===== config.mk =====
export PLATFORM = sky130hd
export DESIGN_NAME = seg_scan_mux
export DESIGN_NICKNAME = d
export VERILOG_FILES = /design/src/rtl/seg_scan_mux.sv
export SDC_FILE = /design/constraint.sdc
export NUM_CORES = 1
export LEC_CHECK = 0
export CORE_MARGIN = 3
export CORE_UTILIZATION = 60
export CTS_CLUSTER_SIZE = 8
export DETAILED_ROUTE_END_ITERATION = 12
export GPL_ROUTABILITY_DRIVEN = 0
export PLACE_DENSITY = 0.84
export SYNTH_ARGS = -nofsm -noshare
export SYNTH_HDL_FRONTEND = slang
export SYNTH_SLANG_ARGS = --single-unit

===== constraint.sdc =====
create_clock -name fastclk -period 13.6 [get_ports fastclk]
set_input_delay 2.72 -clock fastclk [delete_from_list [all_inputs] [get_ports fastclk]]
set_output_delay 2.72 -clock fastclk [all_outputs]
set_load 0.02 [all_outputs]

===== src/rtl/seg_scan_mux.sv =====
// Multiplexed N-digit 7-segment scanner with frame-synchronous tear-free loads,
// leading-zero blanking and PWM brightness. Optional blink support: SEG_BLINK_EN.
module seg_scan_mux #(
  parameter int NUM_DIGITS = 4,
  parameter int SCAN_DIV   = 200000,
  parameter int BRIGHT_W   = 4,
  parameter int BLINK_DIV  = 50000000
) (
  input  logic                    fastclk,
  input  logic                    reset,
  input  logic [4*NUM_DIGITS-1:0] load_data,
  input  logic [NUM_DIGITS-1:0]   load_dp,
  input  logic                    load_valid,
  output logic                    load_ready,
  input  logic                    lz_blank,
  input  logic [BRIGHT_W-1:0]     brightness,
  input  logic [NUM_DIGITS-1:0]   blink_mask,
  output logic [NUM_DIGITS-1:0]   select,
  output logic [7:0]              hex_display,
  output logic                    frame_tick
);

  localparam int IDX_W = $clog2(NUM_DIGITS);
  localparam int CNT_W = $clog2(SCAN_DIV + 1);
  localparam int STEP  = SCAN_DIV >> BRIGHT_W;
  localparam logic [IDX_W-1:0] LAST_IDX  = IDX_W'(NUM_DIGITS - 1);
  localparam logic [CNT_W-1:0] SLOT_LAST = CNT_W'(SCAN_DIV - 1);

  logic [CNT_W-1:0]        slot_cnt_reg;
  logic [IDX_W-1:0]        scan_idx_reg;
  logic [BRIGHT_W-1:0]     bright_hold_reg;
  logic [BRIGHT_W-1:0]     bright_eff;
  logic [CNT_W-1:0]        on_len;
  logic                    slot_start;
  logic                    slot_wrap;
  logic                    frame_end;

  logic [4*NUM_DIGITS-1:0] cur_data_reg, pend_data_reg;
  logic [NUM_DIGITS-1:0]   cur_dp_reg, pend_dp_reg;
  logic                    pending_full_reg;
  logic                    accept;

  logic [3:0]              nib [NUM_DIGITS];
  logic [NUM_DIGITS-1:0]   lz_vec;
  logic                    lz_run;
  logic                    blink_off;
  logic                    drive_on;
  logic [3:0]              cur_nib;
  logic [7:0]              seg_code;
  logic [NUM_DIGITS-1:0]   select_next;
  logic [7:0]              hex_next;
  logic [NUM_DIGITS-1:0]   select_reg;
  logic [7:0]              hex_reg;
  logic                    frame_tick_reg;

  assign slot_start = (slot_cnt_reg == '0);
  assign slot_wrap  = (slot_cnt_reg == SLOT_LAST);
  assign frame_end  = slot_wrap && (scan_idx_reg == '0);

  // Brightness is taken live on the first cycle of a slot and held for the rest.
  assign bright_eff = slot_start ? brightness : bright_hold_reg;
  assign on_len     = CNT_W'((int'(bright_eff) + 1) * STEP);

  always_ff @(posedge fastclk) begin
    if (reset) begin
      slot_cnt_reg    <= '0;
      scan_idx_reg    <= LAST_IDX;
      bright_hold_reg <= '0;
    end else begin
      bright_hold_reg <= bright_eff;
      if (slot_wrap) begin
        slot_cnt_reg <= '0;
        scan_idx_reg <= (scan_idx_reg == '0) ? LAST_IDX : scan_idx_reg - IDX_W'(1);
      end else begin
        slot_cnt_reg <= slot_cnt_reg + CNT_W'(1);
      end
    end
  end

  // Accept and commit are exclusive: accept needs an empty buffer, commit a full one.
  assign accept     = load_valid && !pending_full_reg;
  assign load_ready = !pending_full_reg;

  always_ff @(posedge fastclk) begin
    if (reset) begin
      pending_full_reg <= 1'b0;
      pend_data_reg    <= '0;
      pend_dp_reg      <= '0;
      cur_data_reg     <= '0;
      cur_dp_reg       <= '0;
    end else if (accept) begin
      pending_full_reg <= 1'b1;
      pend_data_reg    <= load_data;
      pend_dp_reg      <= load_dp;
    end else if (frame_end && pending_full_reg) begin
      pending_full_reg <= 1'b0;
      cur_data_reg     <= pend_data_reg;
      cur_dp_reg       <= pend_dp_reg;
    end
  end

  for (genvar gi = 0; gi < NUM_DIGITS; gi++) begin : g_nib
    assign nib[gi] = cur_data_reg[4*gi +: 4];
  end

  // Blanking runs from the leftmost digit down and stops at the first visible one.
  always_comb begin
    lz_vec = '0;
    lz_run = lz_blank;
    for (int i = NUM_DIGITS - 1; i >= 1; i--) begin
      lz_run    = lz_run && (nib[i] == 4'h0) && !cur_dp_reg[i];
      lz_vec[i] = lz_run;
    end
  end

`ifdef SEG_BLINK_EN
  localparam int BL_W = $clog2(BLINK_DIV);
  localparam logic [BL_W-1:0] BLINK_LAST = BL_W'(BLINK_DIV - 1);

  logic [BL_W-1:0] blink_cnt_reg;
  logic            blink_phase_reg;
  logic            blink_hold_reg;
  logic            blink_eff;

  // Phase is latched at slot start so a blinking digit stays dark for a whole slot.
  assign blink_eff = slot_start ? blink_phase_reg : blink_hold_reg;
  assign blink_off = !blink_eff && blink_mask[scan_idx_reg];

  always_ff @(posedge fastclk) begin
    if (reset) begin
      blink_cnt_reg   <= '0;
      blink_phase_reg <= 1'b1;
      blink_hold_reg  <= 1'b1;
    end else begin
      blink_hold_reg <= blink_eff;
      if (blink_cnt_reg == BLINK_LAST) begin
        blink_cnt_reg   <= '0;
        blink_phase_reg <= !blink_phase_reg;
      end else begin
        blink_cnt_reg <= blink_cnt_reg + BL_W'(1);
      end
    end
  end
`else
  logic unused_blink;
  assign unused_blink = ^{blink_mask, 1'(BLINK_DIV % 2)};
  assign blink_off    = 1'b0;
`endif

  assign cur_nib  = nib[scan_idx_reg];
  assign drive_on = (slot_cnt_reg < on_len) && !lz_vec[scan_idx_reg] && !blink_off;

  always_comb begin
    seg_code = 8'h00;
    case (cur_nib)
      4'h0: seg_code = 8'hFC;
      4'h1: seg_code = 8'h60;
      4'h2: seg_code = 8'hDA;
      4'h3: seg_code = 8'hF2;
      4'h4: seg_code = 8'h66;
      4'h5: seg_code = 8'hB6;
      4'h6: seg_code = 8'hBE;
      4'h7: seg_code = 8'hE0;
      4'h8: seg_code = 8'hFE;
      4'h9: seg_code = 8'hF6;
      4'hA: seg_code = 8'hEE;
      4'hB: seg_code = 8'h3E;
      4'hC: seg_code = 8'h9C;
      4'hD: seg_code = 8'h7A;
      4'hE: seg_code = 8'h9E;
      4'hF: seg_code = 8'h8E;
      default: seg_code = 8'h00;
    endcase
  end

  always_comb begin
    select_next = '0;
    hex_next    = 8'h00;
    if (drive_on) begin
      select_next[scan_idx_reg] = 1'b1;
      hex_next = seg_code | {7'b0, cur_dp_reg[scan_idx_reg]};
    end
  end

  always_ff @(posedge fastclk) begin
    if (reset) begin
      select_reg     <= '0;
      hex_reg        <= 8'h00;
      frame_tick_reg <= 1'b0;
    end else begin
      select_reg     <= select_next;
      hex_reg        <= hex_next;
      frame_tick_reg <= frame_end;
    end
  end

  assign select      = select_reg;
  assign hex_display = hex_reg;
  assign frame_tick  = frame_tick_reg;

endmodule


==> impl_metrics.csv, run 1 <==
group,metric,value,unit
logic_synthesis,synthesis.area,4460,um^2
logic_synthesis,seq_area_frac_synth,35.0,%
drt,wl_met3,406,um
placed_design,port_buffers,41,
timing,skew,0.0112,ns
cells_and_area,post-route-cell-area,5070,um^2
clock_network,hold_buffers,0,
timing,slew_viol_final,0,
clock_network,max-clock-path-buffers,2,
clock_network,cts_resized,0,
logic_synthesis,synth_warnings,0,
cells_and_area,antenna_cells,0,
grt,grt.total_usage,22.8,%
logic_synthesis,avgSynthCellArea,8.48,um^2
drt,top_layer,"met4",
placed_design,pre_cts_slack,4.54,ns
grt,grt_pass1_vias,3466,
timing,hold_viol_final,0,
power_and_ir_drop,pwr-share-clk,25.9,%
clock_network,root_buffer,"clkbuf_8",
floorplan,dieWidth,92.2,um
drt,drc,0,
timing,fin_crit_sh,64.1,%
logic_synthesis,synth_edf_count,0,
timing,fmax,115,MHz
clock_network,htree_levels,3,
power_and_ir_drop,p_int,0.000399,W
drt,routedWlPerCell,13.9,um
logic_synthesis,ys_seq_elements,78,
critical_path,crit_family,"compound AO/OA/AOI/OAI gates",
cells_and_area,area_growth,13.6,%
critical_path,crit_buf_inv,2,
floorplan,die-area,8500,um^2
timing,rsz0062_at_grt,"false",
critical_path,cp_data_required_time,13.78,ns
logic_synthesis,async_flop_share,0,%
timing,relSlewSlack,21.4,%
grt,grt_pass1_wl,15.8,mm
run,max_cap_viol_count,0,
timing,period_minus_slack,8.72,ns
cells_and_area,fillers,531,
critical_path,setup.worst_path.end_class,"flop",
clock_network,postCtsSetupBuffers,0,
placed_design,dp_hpwl,6.78,mm
cells_and_area,nets,645,
drt,wl,9.12,mm
clock_network,clk_latency,0.35,ns
min_path,hold_path.class,"flop to flop",
cells_and_area,multi_input_area,2660,um^2
power_and_ir_drop,power_leakage,2.12,nW
drt,drt-pass1-iter-count,5,
critical_path,path_common_cell,"ha_1",
clock_network,cts_tree,"built",
power_and_ir_drop,switchingPower,0.000213,W
clock_network,cts_sinks,78,
drt,viasPerCell,5.62,
power_and_ir_drop,power_frac_seq,39.3,%
drt,wl_met2,4.20,mm
critical_path,crit_fanout,12,
cells_and_area,largest_register_ffs,18,
clock_network,clk_pin_slew,0.09,ns
power_and_ir_drop,p_sw_share,34.8,%
critical_path,crit_chain,"clkdlybuf4s50_1, and3_1, nor2_1, inv_1, ha_1, xnor2_2, ha_1, xor2_1, ha_1, ha_1, ha_1, a31oi_1, o21ai_0, a211oi_1, o2111ai_1, nor3b_1, ha_1, nand4_1, o221ai_1, nor3_1, a21oi_1, a221oi_1",
timing,tns,0,ns
grt,grt_max_degree,52,
floorplan,ios,46,
critical_path,cp_slowest_cell,"a21oi_1",
logic_synthesis,yosysUniqueCellTypes,52,
cells_and_area,drive_above_1_share,5.89,%
logic_synthesis,netlist_instances,526,
critical_path,max_stage_delay,0.85,ns
placed_design,dpl_cell_area,4890,um^2
logic_synthesis,synthFlopType,"dfxtp_1",
power_and_ir_drop,ir_worst_vdd,0.0697,mV
logic_synthesis,syn_nets,616,
power_and_ir_drop,comb_power_share,34.8,%
clock_network,cts_inserted_buffers,9,
floorplan,fp.dieH,92.2,um
drt,vias,3684,
timing,finalSetupViolations,0,
status,status,"complete, no violations",
critical_path,arrival,8.90,ns
grt,antenna_found_initial,0,
grt,overflow,0,
drt,drt_iter0_drc,193,
floorplan,rows,30,
timing,setup_ws,4.88,ns
critical_path,start_kind,"input port",
floorplan,initial_core_util,63.9,%
drt,wl_met1,4.39,mm
timing,worst_pin_slew,1.18,ns
cells_and_area,regArea,1560,um^2
critical_path,worstSetupPathType,"input port to flop",
power_and_ir_drop,powerDensity,121,nW/um^2
drt,ant_nets,0,
floorplan,coreArea,6980,um^2
## per-stage QoR
step,hold WS (ns),instances,total power (W),utilization [%]
2_1_floorplan,0.429,526,0.000409,-
3_3_place_gp,0.442,640,0.000445,70.0
3_5_place_dp,0.447,640,0.000456,70.0
4_1_cts,0.459,656,0.000613,72.6
5_1_grt,0.484,656,0.000657,72.6
6_report,0.457,656,0.000611,72.6
## synthesized netlist by cell type, types with 2 or more instances
cell,number,area share [%]
nor2b_1,5,0.70
or2_2,2,0.28
nand2_1,95,8.0
o21bai_1,3,0.50
nor2_1,42,3.5
a21o_1,3,0.50
inv_1,34,2.9
and4_1,2,0.39
a31oi_1,3,0.42
xnor2_1,15,2.9
ha_1,57,16
mux4_2,5,2.5
and2_1,3,0.42
clkbuf_1,17,1.4
dfxtp_1,78,35
o211ai_1,2,0.34
a21boi_1,2,0.34
a211oi_1,2,0.34
o21ai_0,8,0.90
buf_2,5,0.56
a211oi_2,2,0.56
o21a_1,2,0.34
nand3_1,14,1.6
a221oi_2,2,0.67
nor3b_1,4,0.67
nand4_1,5,0.70
nand3b_1,2,0.34
o211a_1,2,0.45
buf_6,2,0.50
nor4_1,3,0.42
nor3_1,10,1.1
nand2b_1,3,0.42
xor2_1,12,2.4
o221ai_1,2,0.39
mux2i_1,5,1.1
and3_1,6,0.84
a21oi_1,52,5.8
## power groups by stage
stage               clock network, W  registers [W]  logic [W]
CTS                         0.000161       0.000240   0.000212
global route                0.000172       0.000241   0.000244
finish                      0.000158       0.000240   0.000213
floorplan                          0       0.000248   0.000161
global placement                   0       0.000245   0.000200
detailed placement                 0       0.000246   0.000210
## worst register-to-register path, stage by stage (launching register included)
cell,delay (ns)
dfxtp_1,0.38
or4_4,0.55
nor4_4,0.28
a21boi_1,0.16
nor2_1,0.51
inv_1,0.24
ha_1,0.31
xnor2_2,0.30
ha_1,0.27
xor2_1,0.17
ha_1,0.25
ha_1,0.28
ha_1,0.34
a31oi_1,0.23
o21ai_0,0.19
a211oi_1,0.37
o2111ai_1,0.15
nor3b_1,0.16
ha_1,0.31
nand4_1,0.12
o221ai_1,0.30
nor3_1,0.10
a21oi_1,0.85
a221oi_1,0.11
## layer usage
layer  vias to the layer above  track usage (%)
li1                       1856                -
met3                        12             4.27
met4                         0             7.30
met2                        90             36.2
met1                      1726             31.3
met5                         -                0
## final cells by class
| type | instances | area share (%) |
|---|---|---|
| clock buffer | 9 | 2.44 |
| clock inverter | 7 | 1.14 |
| inverter | 34 | 2.52 |
| multi-input combinational | 390 | 52.5 |
| sequential | 78 | 30.8 |
| tap | 96 | 2.37 |
| timing repair buffer | 42 | 8.24 |
## logic make-up (layout without fill, tap and decap cells)
family	after synthesis	in the layout	synth area share (%)
adders and majority gates	58	58	16.4
buffers and inverters	58	92	5.36
DFF	78	78	35.0
and+or+nand+nor	200	200	20.4
muxes	10	10	3.65
AOI/OAI and AO/OA	94	94	13.4
xor gates and xnor gates	28	28	5.67
## worst paths after layout
| path | cells past startpoint | to | from | slack, ns |
|---|---|---|---|---|
| hold / removal | 2 | cur_dp_reg[0]$_SDFFE_PP0P_ | cur_dp_reg[0]$_SDFFE_PP0P_ | 0.46 |
| hold reg to reg | 2 | cur_dp_reg[0]$_SDFFE_PP0P_ | cur_dp_reg[0]$_SDFFE_PP0P_ | 0.46 |
| setup / recovery | 22 | hex_display[1]$_SDFF_PP0_ | brightness[0] | 4.88 |
| setup reg to reg | 23 | hex_display[1]$_SDFF_PP0_ | slot_cnt_reg[7]$_SDFF_PP0_ | 6.51 |
## cells in the final DEF, fill, tap and decap left out, drive strengths merged, types with 2 or more instances in the layout
master / count
xor2: 12
and4: 2
nor2: 42
nor3b: 4
nand3: 14
o221ai: 2
nand4: 5
a221oi: 3
a21o: 3
mux4: 5
a21oi: 53
nor3: 10
xnor2: 16
clkinv: 3
o211a: 2
inv: 36
nand3b: 2
or2: 2
o211ai: 2
clkinvlp: 2
nor4: 4
dfxtp: 78
mux2i: 5
clkdlybuf4s50: 41
o21a: 2
and3: 6
clkbuf: 9
o21bai: 3
ha: 57
nand2: 95
a211oi: 4
and2: 3
or4: 2
a21boi: 2
nand2b: 3
nor2b: 5
o21ai: 8
a31oi: 3
No activity file was read; power rests on OpenSTA's default activity.
==> inputs of run 2 (changes only) <==
--- a/config.mk
+++ b/config.mk
@@ -6,11 +6,11 @@
 export NUM_CORES = 1
 export LEC_CHECK = 0
 export CORE_MARGIN = 3
-export CORE_UTILIZATION = 60
+export CORE_UTILIZATION = 52
 export CTS_CLUSTER_SIZE = 8
 export DETAILED_ROUTE_END_ITERATION = 12
 export GPL_ROUTABILITY_DRIVEN = 0
-export PLACE_DENSITY = 0.84
+export PLACE_DENSITY = 0.77
 export SYNTH_ARGS = -nofsm -noshare
 export SYNTH_HDL_FRONTEND = slang
 export SYNTH_SLANG_ARGS = --single-unit
==> constraint.sdc (replaced) <==
create_clock -name fastclk -period 7.15 [get_ports fastclk]
set_input_delay 1.43 -clock fastclk [delete_from_list [all_inputs] [get_ports fastclk]]
set_output_delay 1.43 -clock fastclk [all_outputs]
set_load 0.02 [all_outputs]
==> impl_metrics.csv, run 2 (synthesis results as in run 1) <==
group,metric,value,unit
critical_path,worstReg2RegStart,"slot_cnt_reg[7]$_SDFF_PP0_",
critical_path,arrival,6.80,ns
power_and_ir_drop,comb_power_share,33.9,%
power_and_ir_drop,p_int,0.000793,W
timing,rsz0062_at_grt,"false",
min_path,hold_path.class,"flop to flop",
power_and_ir_drop,power_frac_seq,38.5,%
drt,ant_nets,0,
clock_network,cts_sinks,78,
floorplan,initial_core_util,54.0,%
floorplan,dieWidth,98.6,um
drt,wl,9.13,mm
clock_network,hold_buffers,0,
cells_and_area,antenna_cells,0,
cells_and_area,largest_register_ffs,18,
cells_and_area,area_growth,14.6,%
timing,skew,0.0150,ns
clock_network,postCtsSetupBuffers,0,
drt,drt_iter0_drc,205,
timing,period_minus_slack,6.56,ns
critical_path,crit_chain,"clkdlybuf4s50_1, and3_1, nor2_1, inv_1, ha_1, a21boi_1, ha_1, xor2_1, ha_1, ha_1, ha_1, a21oi_1, o21a_1, o21ai_0, a41oi_1, xor2_1, ha_1, a21o_1, a21oi_1, o221ai_1, a211oi_1, a21oi_1, buf_4, a221oi_1",
timing,hold_viol_final,0,
critical_path,worstSetupPathType,"input port to flop",
timing,fmax,152,MHz
critical_path,max_stage_delay,0.52,ns
grt,met2_usage,31.9,%
critical_path,setup.worst_path.end_class,"flop",
cells_and_area,final_common_cell,"nand2_1",
grt,use_met3,3.61,%
grt,grt_pass1_wl,16.1,mm
clock_network,cts_inserted_buffers,9,
grt,grt.total_usage,19.9,%
floorplan,ios,46,
critical_path,crit_buf_inv,3,
clock_network,clk_latency,0.35,ns
power_and_ir_drop,ir_worst_vdd,0.165,mV
clock_network,cts_resized,0,
grt,antenna_found_initial,0,
placed_design,dp_hpwl,6.87,mm
cells_and_area,fin_util,61.9,%
timing,relSlewSlack,18.1,%
min_path,min-delay-start,"cur_data_reg[3]$_SDFFE_PP0P_",
floorplan,fp.dieH,98.6,um
critical_path,path_common_cell,"ha_1",
floorplan,die-area,9720,um^2
cells_and_area,drive_above_1_share,6.23,%
grt,grt_pass1_vias,3587,
grt,grt_util_met1,26.5,%
drt,drc,0,
power_and_ir_drop,powerDensity,232,nW/um^2
drt,vias,3652,
clock_network,root_buffer,"clkbuf_8",
timing,tns,0,ns
power_and_ir_drop,switchingPower,0.000395,W
floorplan,coreArea,8260,um^2
placed_design,placed_cells,651,
clock_network,cts_tree,"built",
grt,overflow,0,
timing,finalSetupViolations,0,
run,max_cap_viol_count,0,
drt,routedWlPerCell,13.7,um
critical_path,cp_slowest_cell,"clkdlybuf4s50_1",
drt,drt-pass1-iter-count,4,
placed_design,port_buffers,41,
critical_path,cp_data_required_time,7.39,ns
drt,viasPerCell,5.48,
timing,worst_pin_slew,1.23,ns
power_and_ir_drop,p_sw_share,33.2,%
cells_and_area,final_cell_mix,"nand2_1, dfxtp_1, ha_1",
cells_and_area,final_cells,667,
critical_path,crit_family,"compound AO/OA/AOI/OAI gates",
timing,fin_crit_sh,91.7,%
timing,hold_ws,0.455,ns
critical_path,crit_fanout,12,
power_and_ir_drop,pwr-share-clk,27.6,%
clock_network,htree_levels,3,
critical_path,start_kind,"input port",
clock_network,max-clock-path-buffers,2,
grt,busiest_layer,"met2",
cells_and_area,fillers,718,
floorplan,rows,33,
status,status,"complete, no violations",
grt,grt_max_degree,52,
power_and_ir_drop,power_leakage,2.14,nW
critical_path,crit_start,"brightness[0]",
clock_network,clk_pin_slew,0.09,ns
timing,slew_viol_final,0,
cells_and_area,nets,647,
-- run 2: changes by cell type in the layout (fill, tap and decap cells not counted) --
cell	change
inv_6	+1
and2_2	+1
clkbuf_1	+1
and2_1	-1
clkinv_4	-2
buf_4	+2
bufinv_16	+1
inv_8	-1
-- run 2: routing by layer --
metal	vias to the layer above	routed length, um
li1	1857	-
met1	1701	4270
met2	82	4220
met3	12	440
met4	0	193
met5	-	0
-- run 2: final timing paths --
check,depth (start not counted),slack [ns],to
setup / recovery,24,0.59,hex_display[1]$_SDFF_PP0_
hold / removal,2,0.45,cur_data_reg[3]$_SDFFE_PP0P_
hold reg to reg,2,0.45,cur_data_reg[3]$_SDFFE_PP0P_
setup reg to reg,25,0.69,hex_display[1]$_SDFF_PP0_
-- run 2: power groups by stage --
stage	Combinational (W)	Clock [W]	Sequential (W)
3_3_place_gp	0.000385	0	0.000467
5_1_grt	0.000466	0.000353	0.000460
6_report	0.000403	0.000327	0.000457
3_5_place_dp	0.000401	0	0.000468
4_1_cts	0.000404	0.000334	0.000458
2_1_floorplan	0.000306	0	0.000471
-- run 2: through the flow --
step           instance area [um^2]  total power, W  setup slack, ns
6_report                       5110         0.00119            0.591
4_1_cts                        5110         0.00120            0.620
5_1_grt                        5110         0.00128           0.0760
2_1_floorplan                  4460        0.000777             1.17
3_3_place_gp                   4910        0.000852            0.434
3_5_place_dp                   4910        0.000869            0.280
-- run 2: worst register-to-register path, stage by stage (launching register included) --
cell,delay [ns]
dfxtp_1,0.39
or4_4,0.55
nor4_4,0.26
and2_2,0.36
mux2i_1,0.33
inv_1,0.10
ha_1,0.23
xnor2_2,0.27
ha_1,0.24
xor2_1,0.16
ha_1,0.25
ha_1,0.27
ha_1,0.34
a21oi_1,0.19
o21a_1,0.16
o21ai_0,0.12
a41oi_1,0.34
xor2_1,0.20
ha_1,0.27
a21o_1,0.16
a21oi_1,0.13
o221ai_1,0.19
a211oi_1,0.28
a21oi_1,0.08
buf_4,0.20
a221oi_1,0.28
-- run 2: layout make-up --
class | instances | area (um^2) | area share (%)
inverters | 34 | 128 | 2.50
flip-flops and latches | 78 | 1560 | 30.6
clock inverters | 6 | 67.6 | 1.32
clock buffers | 10 | 128 | 2.50
multi-input cells | 390 | 2660 | 52.1
repair buffers | 44 | 433 | 8.47
well taps | 105 | 131 | 2.57
